## config.mk

```make
export PLATFORM = sky130hd
export DESIGN_NAME = adc_capture_ctl
export DESIGN_NICKNAME = d
export VERILOG_FILES = /design/src/rtl/adc_capture_ctl.sv
export SDC_FILE = /design/constraint.sdc
export NUM_CORES = 1
export LEC_CHECK = 0
export BUFFER_PORTS_ARGS = -buffer_cell sky130_fd_sc_hd__buf_2
export CAP_MARGIN = 5
export CORE_ASPECT_RATIO = 1.25
export CORE_MARGIN = 8
export CORE_UTILIZATION = 55
export DETAILED_ROUTE_END_ITERATION = 6
export PLACE_DENSITY_LB_ADDON = 0.08
export SETUP_SLACK_MARGIN = 0.4
export SLEW_MARGIN = 20
export SYNTH_ARGS = -nofsm -noshare
export SYNTH_HDL_FRONTEND = slang
export SYNTH_SLANG_ARGS = --single-unit
```

## constraint.sdc

```tcl
create_clock -name adc_clk -period 8.9 [get_ports adc_clk]
set_input_delay 0.445 -clock adc_clk [delete_from_list [all_inputs] [get_ports adc_clk]]
set_output_delay 0.445 -clock adc_clk [all_outputs]
set_load 0.005 [all_outputs]
```

## src/rtl/adc_capture_ctl.sv

```systemverilog
// adc_capture_ctl: armed N-channel capture sequencer feeding the snapshot RAM
// write port. Supports pre-trigger depth, decimation, channel masking and
// immediate one-shot, triggered one-shot or continuous capture.
module adc_capture_ctl #(
  parameter int unsigned NCH = 8,
  parameter int unsigned DW  = 16,
  parameter int unsigned AW  = 14,
  parameter int unsigned DSW = 10
) (
  input  logic              adc_clk,
  input  logic              adc_rst_n,
  input  logic              arm,
  input  logic              abort,
  input  logic              sw_trig,
  input  logic              ext_trig,
  input  logic [1:0]        mode,
  input  logic [AW-1:0]     pretrig,
  input  logic [DSW-1:0]    decim,
  input  logic [NCH-1:0]    chan_mask,
  input  logic [NCH*DW-1:0] adc_data,
  input  logic              adc_valid,
  output logic              wr_en,
  output logic [AW-1:0]     wr_addr,
  output logic [NCH*DW-1:0] wr_data,
  output logic [2:0]        state,
  output logic              full,
  output logic [AW-1:0]     trig_ptr,
  output logic              trig_lost
);

  typedef enum logic [2:0] {
    S_IDLE = 3'd0,
    S_PRE  = 3'd1,
    S_WAIT = 3'd2,
    S_POST = 3'd3,
    S_DONE = 3'd4
  } state_e;

  typedef enum logic [1:0] {
    M_ONESHOT = 2'd0,
    M_TRIG    = 2'd1,
    M_CONT    = 2'd2
  } mode_e;

  localparam logic [AW:0]    DEPTH    = {1'b1, {AW{1'b0}}};
  localparam logic [AW:0]    CNT_ONE  = {{AW{1'b0}}, 1'b1};
  localparam logic [AW-1:0]  ADDR_ONE = {{(AW-1){1'b0}}, 1'b1};
  localparam logic [DSW-1:0] DCNT_ONE = {{(DSW-1){1'b0}}, 1'b1};

  state_e            state_q, state_d;
  mode_e             mode_q, mode_d;
  logic [AW-1:0]     pre_q, pre_d;
  logic [DSW-1:0]    decim_q, decim_d;
  logic [NCH-1:0]    mask_q, mask_d;
  logic [AW-1:0]     addr_q, addr_d;
  logic [DSW-1:0]    dcnt_q, dcnt_d;
  logic [AW:0]       cnt_q, cnt_d;
  logic              full_q, full_d;
  logic              lost_q, lost_d;
  logic              pend_q, pend_d;
  logic [AW-1:0]     tptr_q, tptr_d;
  logic              ext_prev_q, ext_prev_d;
  logic              wr_en_q, wr_en_d;
  logic [AW-1:0]     wr_addr_q, wr_addr_d;
  logic [NCH*DW-1:0] wr_data_q, wr_data_d;

  logic              trig_ev;
  logic              active;
  logic              accept;
  logic [AW:0]       cnt_inc;
  logic [AW:0]       post_total;
  logic [NCH*DW-1:0] masked;
  mode_e             mode_sel;

  // Masked sample: disabled channels are written as zero.
  always_comb begin
    masked = '0;
    for (int unsigned n = 0; n < NCH; n++) begin
      masked[n*DW +: DW] = mask_q[n] ? adc_data[n*DW +: DW] : '0;
    end
  end

  // Next-state, capture bookkeeping and RAM write port.
  always_comb begin
    state_d    = state_q;
    mode_d     = mode_q;
    pre_d      = pre_q;
    decim_d    = decim_q;
    mask_d     = mask_q;
    addr_d     = addr_q;
    dcnt_d     = dcnt_q;
    cnt_d      = cnt_q;
    full_d     = full_q;
    lost_d     = lost_q;
    pend_d     = pend_q;
    tptr_d     = tptr_q;
    ext_prev_d = ext_trig;
    wr_en_d    = 1'b0;
    wr_addr_d  = wr_addr_q;
    wr_data_d  = wr_data_q;

    trig_ev    = sw_trig | (ext_trig & ~ext_prev_q);
    active     = (state_q == S_PRE) || (state_q == S_WAIT) || (state_q == S_POST);
    accept     = active && adc_valid && (dcnt_q == '0);
    cnt_inc    = cnt_q + CNT_ONE;
    // pre_q is AW bits wide, so it never exceeds D-1; no clamp is needed.
    post_total = DEPTH - {1'b0, pre_q};

    case (mode)
      2'd1:    mode_sel = M_TRIG;
      2'd2:    mode_sel = M_CONT;
      default: mode_sel = M_ONESHOT;
    endcase

    if (arm) begin
      // arm takes priority over abort and suppresses this cycle's write.
      mode_d  = mode_sel;
      decim_d = decim;
      mask_d  = chan_mask;
      addr_d  = '0;
      dcnt_d  = '0;
      cnt_d   = '0;
      full_d  = 1'b0;
      lost_d  = 1'b0;
      pend_d  = 1'b0;
      tptr_d  = '0;
      pre_d   = '0;
      case (mode_sel)
        M_TRIG: begin
          pre_d   = pretrig;
          state_d = (pretrig == '0) ? S_WAIT : S_PRE;
        end
        M_CONT:  state_d = S_WAIT;
        default: state_d = S_POST;
      endcase
    end else if (abort) begin
      state_d = S_IDLE;
    end else begin
      if (active && adc_valid) begin
        dcnt_d = (dcnt_q == '0) ? decim_q : (dcnt_q - DCNT_ONE);
      end
      if (accept) begin
        wr_en_d   = 1'b1;
        wr_addr_d = addr_q;
        wr_data_d = masked;
        addr_d    = addr_q + ADDR_ONE;
      end
      case (state_q)
        S_PRE: begin
          if (trig_ev) lost_d = 1'b1;
          if (accept) begin
            if (cnt_inc == {1'b0, pre_q}) begin
              state_d = S_WAIT;
              cnt_d   = '0;
            end else begin
              cnt_d = cnt_inc;
            end
          end
        end
        S_WAIT: begin
          if (mode_q == M_TRIG) begin
            // The trigger sample is the first post sample; with P = D-1 it
            // is also the last one.
            if (accept && (pend_q || trig_ev)) begin
              tptr_d = addr_q;
              pend_d = 1'b0;
              if (post_total == CNT_ONE) begin
                state_d = S_DONE;
                full_d  = 1'b1;
              end else begin
                state_d = S_POST;
                cnt_d   = CNT_ONE;
              end
            end else if (trig_ev) begin
              pend_d = 1'b1;
            end
          end
        end
        S_POST: begin
          if (accept) begin
            if (cnt_inc == post_total) begin
              state_d = S_DONE;
              full_d  = 1'b1;
            end else begin
              cnt_d = cnt_inc;
            end
          end
        end
        default: ;
      endcase
    end
  end

  // State and output registers with synchronous active-low reset.
  always_ff @(posedge adc_clk) begin
    if (!adc_rst_n) begin
      state_q    <= S_IDLE;
      mode_q     <= M_ONESHOT;
      pre_q      <= '0;
      decim_q    <= '0;
      mask_q     <= '0;
      addr_q     <= '0;
      dcnt_q     <= '0;
      cnt_q      <= '0;
      full_q     <= 1'b0;
      lost_q     <= 1'b0;
      pend_q     <= 1'b0;
      tptr_q     <= '0;
      ext_prev_q <= 1'b0;
      wr_en_q    <= 1'b0;
      wr_addr_q  <= '0;
      wr_data_q  <= '0;
    end else begin
      state_q    <= state_d;
      mode_q     <= mode_d;
      pre_q      <= pre_d;
      decim_q    <= decim_d;
      mask_q     <= mask_d;
      addr_q     <= addr_d;
      dcnt_q     <= dcnt_d;
      cnt_q      <= cnt_d;
      full_q     <= full_d;
      lost_q     <= lost_d;
      pend_q     <= pend_d;
      tptr_q     <= tptr_d;
      ext_prev_q <= ext_prev_d;
      wr_en_q    <= wr_en_d;
      wr_addr_q  <= wr_addr_d;
      wr_data_q  <= wr_data_d;
    end
  end

  assign wr_en     = wr_en_q;
  assign wr_addr   = wr_addr_q;
  assign wr_data   = wr_data_q;
  assign state     = state_q;
  assign full      = full_q;
  assign trig_ptr  = tptr_q;
  assign trig_lost = lost_q;

endmodule

```

==> out/qor.yml <==
clock_tree:
  insertion_delay_ns: 0.53
  cts_buffers: 25
  post_cts_resized: 0
  path_clk_slew_ns: 0.06
  cts_tree: "done"
  h-tree-depth: 1
  postCtsSetupBuffers: 0
  clk_path_buf_depth: 3
  clockRootBuffer: "clkbuf_16"
  cts.sinks: 237
  cts_hold_buf: 0
worst_setup_path:
  path_class: "reg -> reg"
  cp_max_fo: 13
  critPathBufInv: 0
  arrival_ns: 4.20
  crit_required_ns: 9.34
  worst_path_max_delay_cell: "or4_4"
  cp_top_family: "simple AND/OR/NAND/NOR gates"
  path_cells: "nand4_2 -> or4_4 -> xor2_1 -> a2111oi_2 -> nand3_1 -> nor3_2 -> nor2_2 -> nand2_1 -> o32ai_1"
  worstSetupEndpointType: "flip-flop"
  cpPeakStageDelay_ns: 0.66
  start_kind: "flip-flop"
timing:
  skew_ns: 0.0102
  fmax_ghz: 0.266
  slew_headroom_pct: 23.1
  worst_slack_ns: 5.14
  fin_crit_ns: 3.76
  report.final.hold_viol_count: 0
  setup_viol: 0
  tns_ns: 0
  rsz0062_at_grt: "false"
  finalCritPeriodShare_pct: 42.3
  slew_viol_final: 0
  worst_slew_pin_slew_ns: 1.15
drt:
  routedWlPerCell_um: 19.5
  dr.pass1.iters: 5
  finalWirelength_mm: 33.0
  viasPerCell: 5.77
  final_antenna_net_count: 0
  drt_first_iter_violations: 640
  vias: 9753
  drt_drc_violations_left: 0
pwr:
  p_clk_share_pct: 46.8
  p_switching_w: 0.000554
  swShare_pct: 23.0
  combPwrFrac_pct: 8.1
  leakagePower_nw: 5.34
  powerDensity_nw_per_um2: 184
  power.internal_w: 0.00185
  power_frac_seq_pct: 45.1
  peakVddDrop_mv: 0.146
yosys:
  syn-mean-instance-area_um2: 9.12
  yosys_warnings: 0
  yosys.area_share.simple_pct: 23.6
  ys_seq_area_share_pct: 45.1
  synth_area_um2: 10500
  synth_fa_ha_area_share_pct: 0.952
  synth_mux_area_share_pct: 2.57
  synth_ff_type: "dfxtp_1"
  ys_ff_latch: 237
  synth_compound_area_share_pct: 19.1
  synthArstFlopShare_pct: 0
  ys_types: 69
  syn_nets: 1330
  syn_inst: 1153
  yosys.area_share.xor_xnor_pct: 4.59
  synth_edf_count: 0
  synth_top_family_by_area: "simple AND/OR/NAND/NOR gates"
cells_and_area:
  fin_nets: 1608
  num-fill-cells: 1527
  drive_above_1_share_pct: 28.2
  stdcell_count: 1689
  area_delta_synth_final_pct: 24.4
grt:
  grt_pass1_wl_mm: 51.1
  grt_max_degree: 97
  first_global_vias: 9656
  grt_usage_pct: 26.3
  antenna_found_initial: 10
  grt_overflow: 0
status:
  status: "complete, no violations"
die:
  core-area_um2: 18800
  initial_core_util_pct: 56.0
  die_y_um: 171
  dieArea_um2: 23800
  ioPinCount: 331
  rows: 56
  die_w_um: 140
place:
  placedCellCount: 1636
  dp_hpwl_mm: 24.2
  io_buffers: 330
  gp_congestion: 0.934
  dp_slack_ns: 5.19
hold_path:
  min_path_type: "in -> reg"
job:
  maxCapViolations: 0
-- metrics by stage --
| step | hold slack [ns] | util, % | power, W | cell area, um2 |
|---|---|---|---|---|
| 3_3_place_gp | 0.443 | 64.7 | 0.00130 | 12200 |
| 4_1_cts | 0.130 | 69.5 | 0.00242 | 13100 |
| 2_1_floorplan | 0.428 | - | 0.00123 | 10500 |
| 6_report | 0.144 | 69.7 | 0.00240 | 13100 |
| 3_5_place_dp | 0.455 | 64.7 | 0.00130 | 12200 |
| 5_1_grt | 0.133 | 69.6 | 0.00249 | 13100 |
-- power by group through the flow --
stage	Combinational, W	Sequential [W]	Clock, W
6_report	0.000196	0.00108	0.00112
5_1_grt	0.000212	0.00108	0.00119
3_3_place_gp	0.000191	0.00111	0
2_1_floorplan	0.000124	0.00110	0
4_1_cts	0.000194	0.00108	0.00114
3_5_place_dp	0.000193	0.00111	0
-- cell usage in the layout (no fill, tap or decap), types with 19 or more instances in the layout --
cell | synthesis | layout
buf_2 | 6 | 329
dfxtp_1 | 237 | 237
nor2b_1 | 141 | 141
a22oi_1 | 128 | 128
nand2_1 | 89 | 89
nor2_1 | 64 | 61
nor3_1 | 28 | 28
mux2i_1 | 27 | 27
a21oi_1 | 26 | 26
clkbuf_16 | 0 | 25
a21boi_0 | 24 | 24
o21ai_0 | 23 | 23
nand3_1 | 23 | 23
xor2_1 | 22 | 22
xnor2_1 | 20 | 20
inv_1 | 19 | 19
-- cells by family after synthesis --
group                      count (synthesis)
AOI/OAI and AO/OA                        277
muxes                                     27
buffers and inverters                    104
and+or+nand+nor                          453
adders and majority gates                  8
xor gates and xnor gates                  47
DFF                                      237
-- final timing paths --
check / from / end / slack (ns) / cells after the start
worst max-delay path: cnt_q[2] / cnt_q[5] / 5.14 / 9
worst min-delay path: ext_trig / ext_prev_q / 0.14 / 2
worst max register to register: cnt_q[2] / cnt_q[5] / 5.14 / 9
worst min register to register: wr_addr[11] / wr_addr[11] / 0.46 / 2
-- synthesized netlist by cell type (9+ instances only) --
master / n / area [um2]
a21boi_0: 24 / 180
a21oi_1: 26 / 130
a22o_1: 10 / 87.6
a22oi_1: 128 / 961
a31oi_1: 9 / 56.3
clkbuf_1: 71 / 267
dfxtp_1: 237 / 4740
inv_1: 19 / 71.3
mux2i_1: 27 / 270
nand2_1: 89 / 334
nand2b_1: 12 / 75.1
nand3_1: 23 / 115
nand4_1: 16 / 100
nor2_1: 64 / 240
nor2b_1: 141 / 882
nor3_1: 28 / 140
nor4_1: 14 / 87.6
o21ai_0: 23 / 115
o22ai_1: 9 / 56.3
or3_1: 13 / 81.3
xnor2_1: 20 / 175
xor2_1: 22 / 193
-- routing by layer --
| metal | global-route usage [%] | wire length [um] | vias to the layer above |
|---|---|---|---|
| met1 | 28.3 | 12500 | 4625 |
| met5 | 0 | 26 | - |
| met2 | 46.0 | 16600 | 356 |
| met4 | 12.8 | 1220 | 6 |
| met3 | 8.62 | 2670 | 80 |
| li1 | - | - | 4686 |
-- flip-flops by register name (all words and copies together) (netlist names) --
name / count
addr_q: 14
cnt_q: 15
dcnt_q: 10
decim_q: 10
ext_prev_q: 1
full: 1
mask_q: 8
mode_q: 2
pend_q: 1
pre_q: 14
state: 3
trig_lost: 1
trig_ptr: 14
wr_addr: 14
wr_data: 128
wr_en: 1
-- final cells by class --
class	count	area [um2]	share of cell area [%]
diodes	9	22.5	0.172
clock buffers	35	733	5.61
clock inverters	9	164	1.25
inverters	19	71.3	0.545
multi-input cells	812	5360	40.9
flip-flops and latches	237	4740	36.3
well taps	232	290	2.22
repair buffers	336	1700	13.0
Power figures use the tool's default switching activity.
